## config.mk

```make
export PLATFORM = sky130hd
export DESIGN_NAME = serial_setting_bus
export DESIGN_NICKNAME = d
export VERILOG_FILES = /design/src/rtl/serial_setting_bus_pkg.sv /design/src/rtl/serial_setting_bus_sync_edge_detect.sv /design/src/rtl/serial_setting_bus.sv
export SDC_FILE = /design/constraint.sdc
export NUM_CORES = 1
export LEC_CHECK = 0
export BUFFER_PORTS_ARGS = -buffer_cell sky130_fd_sc_hd__buf_2
export CAP_MARGIN = 20
export CORE_MARGIN = 5
export CORE_UTILIZATION = 40
export CTS_CLUSTER_SIZE = 25
export DETAILED_ROUTE_END_ITERATION = 12
export SLEW_MARGIN = 20
export SYNTH_ARGS = -nofsm -noshare
export SYNTH_HDL_FRONTEND = slang
export SYNTH_SLANG_ARGS = --single-unit
```

## constraint.sdc

```tcl
create_clock -name clock -period 6.3 [get_ports clock]
set_input_delay 0.63 -clock clock [delete_from_list [all_inputs] [get_ports clock]]
set_output_delay 0.63 -clock clock [all_outputs]
set_load 0.02 [all_outputs]
```

## src/rtl/serial_setting_bus_pkg.sv

```systemverilog
// Shared widths, frame geometry and FSM encoding for the serial setting bus.
package serial_setting_bus_pkg;

    localparam int unsigned DEF_ADDR_W = 7;
    localparam int unsigned DEF_DATA_W = 32;
    localparam int unsigned FRAME_BITS = 40;
    localparam int unsigned HDR_BITS   = 8;
    localparam int unsigned RW_BIT     = HDR_BITS - 1;
    localparam int unsigned CNT_W      = 6;

    typedef enum logic [2:0] {
        S_IDLE,
        S_HEADER,
        S_WDATA,
        S_RDATA,
        S_DRAIN
    } state_t;

    // Header layout as it sits in the header shifter after eight bits.
    typedef struct packed {
        logic                  rw;
        logic [DEF_ADDR_W-1:0] addr;
    } hdr_t;

endpackage

```

## src/rtl/serial_setting_bus_sync_edge_detect.sv

```systemverilog
// Multi-flop synchroniser for one asynchronous input, with rise/fall pulses
// derived from the synchronised level.
module sync_edge_detect #(
    parameter int unsigned SYNC_STAGES = 2
) (
    input  logic clock,
    input  logic reset_n,
    input  logic din,
    output logic level,
    output logic rise_c,
    output logic fall_c
);

    logic [SYNC_STAGES-1:0] sync_q;
    logic                   prev_q;

    always_ff @(posedge clock or negedge reset_n) begin
        if (!reset_n) begin
            sync_q <= '0;
            prev_q <= 1'b0;
        end else begin
            sync_q <= {sync_q[SYNC_STAGES-2:0], din};
            prev_q <= sync_q[SYNC_STAGES-1];
        end
    end

    assign level  = sync_q[SYNC_STAGES-1];
    assign rise_c = level & ~prev_q;
    assign fall_c = ~level & prev_q;

endmodule

```

## src/rtl/serial_setting_bus.sv

```systemverilog
// 3-wire host deserialiser: 40-bit frames become a one-cycle write strobe
// with address/data, or a 32-bit readback shifted out on sdo.
module serial_setting_bus
    import serial_setting_bus_pkg::*;
#(
    parameter int unsigned ADDR_W      = DEF_ADDR_W,
    parameter int unsigned DATA_W      = DEF_DATA_W,
    parameter int unsigned SYNC_STAGES = 2
) (
    input  logic              clock,
    input  logic              reset_n,
    input  logic              sen,
    input  logic              sclk,
    input  logic              sdata,
    output logic              sdo,
    output logic              sdo_oe,
    output logic              strobe,
    output logic [ADDR_W-1:0] addr,
    output logic [DATA_W-1:0] data,
    output logic              rb_addr_valid,
    input  logic [DATA_W-1:0] rb_data,
    output logic              frame_error
);

    // Async assert, sync deassert of the internal reset.
    logic [1:0] rst_pipe_q;
    logic       rst_n_int;

    always_ff @(posedge clock or negedge reset_n) begin
        if (!reset_n) rst_pipe_q <= '0;
        else          rst_pipe_q <= {rst_pipe_q[0], 1'b1};
    end
    assign rst_n_int = rst_pipe_q[1];

    logic sen_lvl, sen_rise_c, sen_fall_c;
    logic sclk_lvl, sclk_rise_c, sclk_fall_c;
    logic sdata_lvl, sdata_rise_c, sdata_fall_c;

    sync_edge_detect #(.SYNC_STAGES(SYNC_STAGES)) u_sync_sen (
        .clock(clock), .reset_n(rst_n_int), .din(sen),
        .level(sen_lvl), .rise_c(sen_rise_c), .fall_c(sen_fall_c));

    sync_edge_detect #(.SYNC_STAGES(SYNC_STAGES)) u_sync_sclk (
        .clock(clock), .reset_n(rst_n_int), .din(sclk),
        .level(sclk_lvl), .rise_c(sclk_rise_c), .fall_c(sclk_fall_c));

    sync_edge_detect #(.SYNC_STAGES(SYNC_STAGES)) u_sync_sdata (
        .clock(clock), .reset_n(rst_n_int), .din(sdata),
        .level(sdata_lvl), .rise_c(sdata_rise_c), .fall_c(sdata_fall_c));

    logic unused_edges;
    assign unused_edges = ^{sen_rise_c, sclk_lvl, sdata_rise_c, sdata_fall_c};

    // Only leave IDLE once sen has been seen low with a settled synchroniser,
    // so a frame cut by reset can never be resumed half-way.
    logic [SYNC_STAGES:0] settle_q;
    logic                 armed_q;

    always_ff @(posedge clock or negedge rst_n_int) begin
        if (!rst_n_int) begin
            settle_q <= '0;
            armed_q  <= 1'b0;
        end else begin
            settle_q <= {settle_q[SYNC_STAGES-1:0], 1'b1};
            armed_q  <= armed_q | (settle_q[SYNC_STAGES] & ~sen_lvl);
        end
    end

    state_t              state_q;
    logic [CNT_W-1:0]    cnt_q;
    logic [HDR_BITS-1:0] hdr_q;
    logic [DATA_W-1:0]   dsh_q;
    logic [DATA_W-1:0]   obuf_q;
    logic [1:0]          rb_wait_q;
    logic [ADDR_W-1:0]   addr_bak_q;

    logic [CNT_W-1:0]    cnt_inc_c;
    logic [HDR_BITS-1:0] hdr_nx_c;
    logic [DATA_W-1:0]   dsh_nx_c;
    hdr_t                hdr_s_c;
    logic                frame_ok_c;

    // A rise in the same cycle as sen_fall counts before the frame is judged.
    always_comb begin
        cnt_inc_c  = CNT_W'(cnt_q + 1'b1);
        hdr_nx_c   = {hdr_q[HDR_BITS-2:0], sdata_lvl};
        dsh_nx_c   = {dsh_q[DATA_W-2:0], sdata_lvl};
        hdr_s_c    = hdr_t'(hdr_nx_c);
        frame_ok_c = sclk_rise_c ? (cnt_q == CNT_W'(FRAME_BITS - 1))
                                 : (cnt_q == CNT_W'(FRAME_BITS));
    end

    always_ff @(posedge clock or negedge rst_n_int) begin
        if (!rst_n_int) begin
            state_q       <= S_IDLE;
            cnt_q         <= '0;
            hdr_q         <= '0;
            dsh_q         <= '0;
            obuf_q        <= '0;
            rb_wait_q     <= '0;
            addr_bak_q    <= '0;
            addr          <= '0;
            data          <= '0;
            strobe        <= 1'b0;
            rb_addr_valid <= 1'b0;
            frame_error   <= 1'b0;
            sdo           <= 1'b0;
            sdo_oe        <= 1'b0;
        end else begin
            strobe        <= 1'b0;
            rb_addr_valid <= 1'b0;
            frame_error   <= 1'b0;
            case (state_q)
                S_IDLE: begin
                    if (armed_q && sen_lvl) begin
                        state_q <= S_HEADER;
                        cnt_q   <= '0;
                    end
                end
                S_HEADER: begin
                    if (sen_fall_c) begin
                        frame_error <= 1'b1;
                        state_q     <= S_IDLE;
                    end else if (sclk_rise_c) begin
                        hdr_q <= hdr_nx_c;
                        cnt_q <= cnt_inc_c;
                        if (cnt_q == CNT_W'(HDR_BITS - 1)) begin
                            addr_bak_q <= addr;
                            addr       <= ADDR_W'(hdr_s_c.addr);
                            if (hdr_nx_c[RW_BIT]) begin
                                rb_addr_valid <= 1'b1;
                                rb_wait_q     <= 2'd2;
                                sdo_oe        <= 1'b1;
                                state_q       <= S_RDATA;
                            end else begin
                                state_q <= S_WDATA;
                            end
                        end
                    end
                end
                S_WDATA: begin
                    if (sen_fall_c) begin
                        if (frame_ok_c) begin
                            data   <= sclk_rise_c ? dsh_nx_c : dsh_q;
                            strobe <= 1'b1;
                        end else begin
                            frame_error <= 1'b1;
                            addr        <= addr_bak_q;
                        end
                        state_q <= S_IDLE;
                    end else if (sclk_rise_c) begin
                        if (cnt_q == CNT_W'(FRAME_BITS)) begin
                            state_q <= S_DRAIN;
                        end else begin
                            dsh_q <= dsh_nx_c;
                            cnt_q <= cnt_inc_c;
                        end
                    end
                end
                S_RDATA: begin
                    if (sen_fall_c) begin
                        sdo       <= 1'b0;
                        sdo_oe    <= 1'b0;
                        rb_wait_q <= '0;
                        state_q   <= S_IDLE;
                    end else if (rb_wait_q != 2'd0) begin
                        rb_wait_q <= 2'(rb_wait_q - 2'd1);
                        if (rb_wait_q == 2'd1) begin
                            obuf_q <= rb_data;
                            sdo    <= rb_data[DATA_W-1];
                        end
                    end else if (sclk_fall_c) begin
                        obuf_q <= {obuf_q[DATA_W-2:0], 1'b0};
                        sdo    <= obuf_q[DATA_W-2];
                    end
                end
                S_DRAIN: begin
                    if (sen_fall_c) begin
                        frame_error <= 1'b1;
                        addr        <= addr_bak_q;
                        state_q     <= S_IDLE;
                    end
                end
                default: state_q <= S_IDLE;
            endcase
        end
    end

endmodule
```

==> run metrics <==
worst vdd ir 0.1738 mV; WL/cell 14.59 µm; total number of vias 4085; Synth Area in Simple Gates 0.08707; Reg2Reg Setup Slack 3.61 ns; largest net degree at the start of global routing 78; Ys Warns 0; DRT Wirelength 12.20 mm; routability cong. 0.7813; via/cell ratio 4.886; Post-Place Cell Area 6933 µm²; crit path DAT 3.02 ns; CTS H-Tree Depth 4; dpl hpwl 8.107 mm; most frequent cells in the layout dfrtp_1, buf_2, mux2i_1; Die Y-Extent 135.9 µm; Fin. Hold Viols 0; run status finished, final reports clean; IO Port Bufs 80; # DRC 0; reg2reg start rb_wait_q[0]; WHS Path Cells 1; CP Capture Type register; Clock Path Buffers 2; Layout area overhead 19.39%; router iterations before antenna repair 5; Fill cells 1424; fraction of the yosys area taken by sequential cells 0.5765; Clock Skew 0.008838 ns; hold_ws 0.3217 ns; Final Max Tran Viols 0; Placeable Area 15710 µm²; Inserted Clock Buffers 17; worst path required time 6.63 ns; power per cell area 299.5 nW/µm²; hold endpoint u_sync_sdata.sync_q[0]; drt initial violations 243; Reg2Reg Capture Point obuf_q[0]; Row Count 46; clock sink count 146; GR Util All Layers 0.1393; setup TNS 0 ns; CTS tree built; most common cell after layout, fill and taps aside dfrtp_1; remaining global-route overflow 0; adder-cell area share of the yosys netlist 0.007897; Mapped Cells 531; initial antenna violation count 0; Mapped Avg Cell Area 11.93 µm²; synth unique cells 43; CP Max Fanout 63; Synth Area in XOR/XNOR 0.001382; Clock Latency Late Sink 0.42 ns; mapped cell area 6337 µm²; Reg clk slew, reported paths 0.06 ns; CTS Root Cell clkbuf_16; min Tclk post-route 2.686 ns; Layout Utilization 0.4815; WS Path Type reg2reg; max-cap violations 0; leading register cell type out of synthesis dfrtp_1; Startpoint Class register; Yosys reg bits 146; Finished Layout Cells 836; mux share of post-synthesis cell area 0.2115; Starting Density 0.4033; HP Start sdata; Die ar. 18460 µm²; fin nets 649; min-delay worst type in2reg; RSZ-0062 raised after global routing false; Slew headroom 0.3309; Chip Width 135.9 µm; main combinational cell family by area after synthesis multiplexers; Post-synth EDFFs 0; Post-synth ARST share 1.000; post-synthesis compound-gate area fraction 0.08786; antenna cell count 0; Tcrit/Tclk final 0.4264; share of cells above drive strength 1 0.3016; leakage power 3.659 nW; f_max 372.2 MHz; Post-Place Cells 803; count of final setup violators 0; # IOs 81; Slew @ Worst Pin 1.004 ns; Final ANT Viol Nets 0; first-pass GRT wire length 20.40 mm; fin area 7566 µm²; FF-to-FF path depth 7; vias in the first global route 4208
[area by class of cell]
cell class	instances	area (µm²)	area share
flip-flops and latches	146	3657	0.4834
multi-input cells	347	2534	0.3349
repair buffers	87	475.5	0.06284
clock buffers	22	464.2	0.06135
well taps	216	270.3	0.03572
clock inverters	9	131.4	0.01736
inverters	9	33.78	0.004465
[what timing repair did]
action / in CTS / in global routing
endpoints found under the hold margin: 2 / 0
setup buffers: 0 / 0
hold buffers: 1 / 0
resized for setup: 0 / 0
[Yosys cell counts (5+ instances only)]
cell	n	share of area
o21ai_0	46	0.036
nor2_1	41	0.024
nor2b_1	5	0.0049
nand2b_1	9	0.0089
inv_1	9	0.0053
clkbuf_1	15	0.0089
nand2_1	40	0.024
a21oi_1	30	0.024
buf_2	12	0.0095
mux2_2	62	0.11
dfrtp_1	146	0.58
mux2i_1	63	0.10
[through the flow]
step           setup WS [ns]  total power [mW]
2_1_floorplan          1.931             1.202
6_report               3.614             2.266
3_3_place_gp           3.741             1.255
5_1_grt                3.303             2.360
3_5_place_dp           3.590             1.267
4_1_cts                3.568             2.293
[report_power, final]
group	total [mW]	switching (mW)	internal [mW]
clock network	1.02	0.376	0.640
registers	1.05	0.0575	0.989
logic	0.204	0.102	0.101
[registers in the layout, summed over array words and instances, names as in the netlist, 6 cells and up]
name / count
addr: 7
cnt_q: 6
data: 32
obuf_q: 31
addr_bak_q: 7
hdr_q: 7
dsh_q: 32
[per-layer routing]
metal	track usage	vias to the layer above	wire, µm
li1	-	2002	-
met1	0.1852	2000	5769
met2	0.2160	74	5710
met3	0.04922	9	603
met4	0.04199	0	116
met5	0	-	0
[worst max-delay path, stage by stage (launching register included)]
cell and delay (ns):
dfrtp_1 0.41, inv_1 0.07, ha_2 0.84, mux2i_1 0.31, nor3_4 0.22, buf_4 0.50
nand3b_1 0.13, o21ai_0 0.10
[worst max-delay path by stage]
| stage | from | endpoint | depth (start not counted) |
|---|---|---|---|
| after floorplan | rst_pipe_q[1] | addr[0] | 0 |
| after global placement | rb_wait_q[0] | obuf_q[6] | 7 |
| after detailed placement | rb_wait_q[0] | obuf_q[0] | 7 |
| after CTS | rb_wait_q[0] | obuf_q[20] | 7 |
| after global routing | rb_wait_q[0] | obuf_q[29] | 7 |
| final | rb_wait_q[0] | obuf_q[0] | 7 |
[cell families after synthesis]
logic type	Yosys count
DFF	146
AOI/OAI and AO/OA	98
and+or+nand+nor	116
other	1
buffers and inverters	39
muxes	126
adders and majority gates	4
xor gates and xnor gates	1
(Power assumes the default switching activity.)
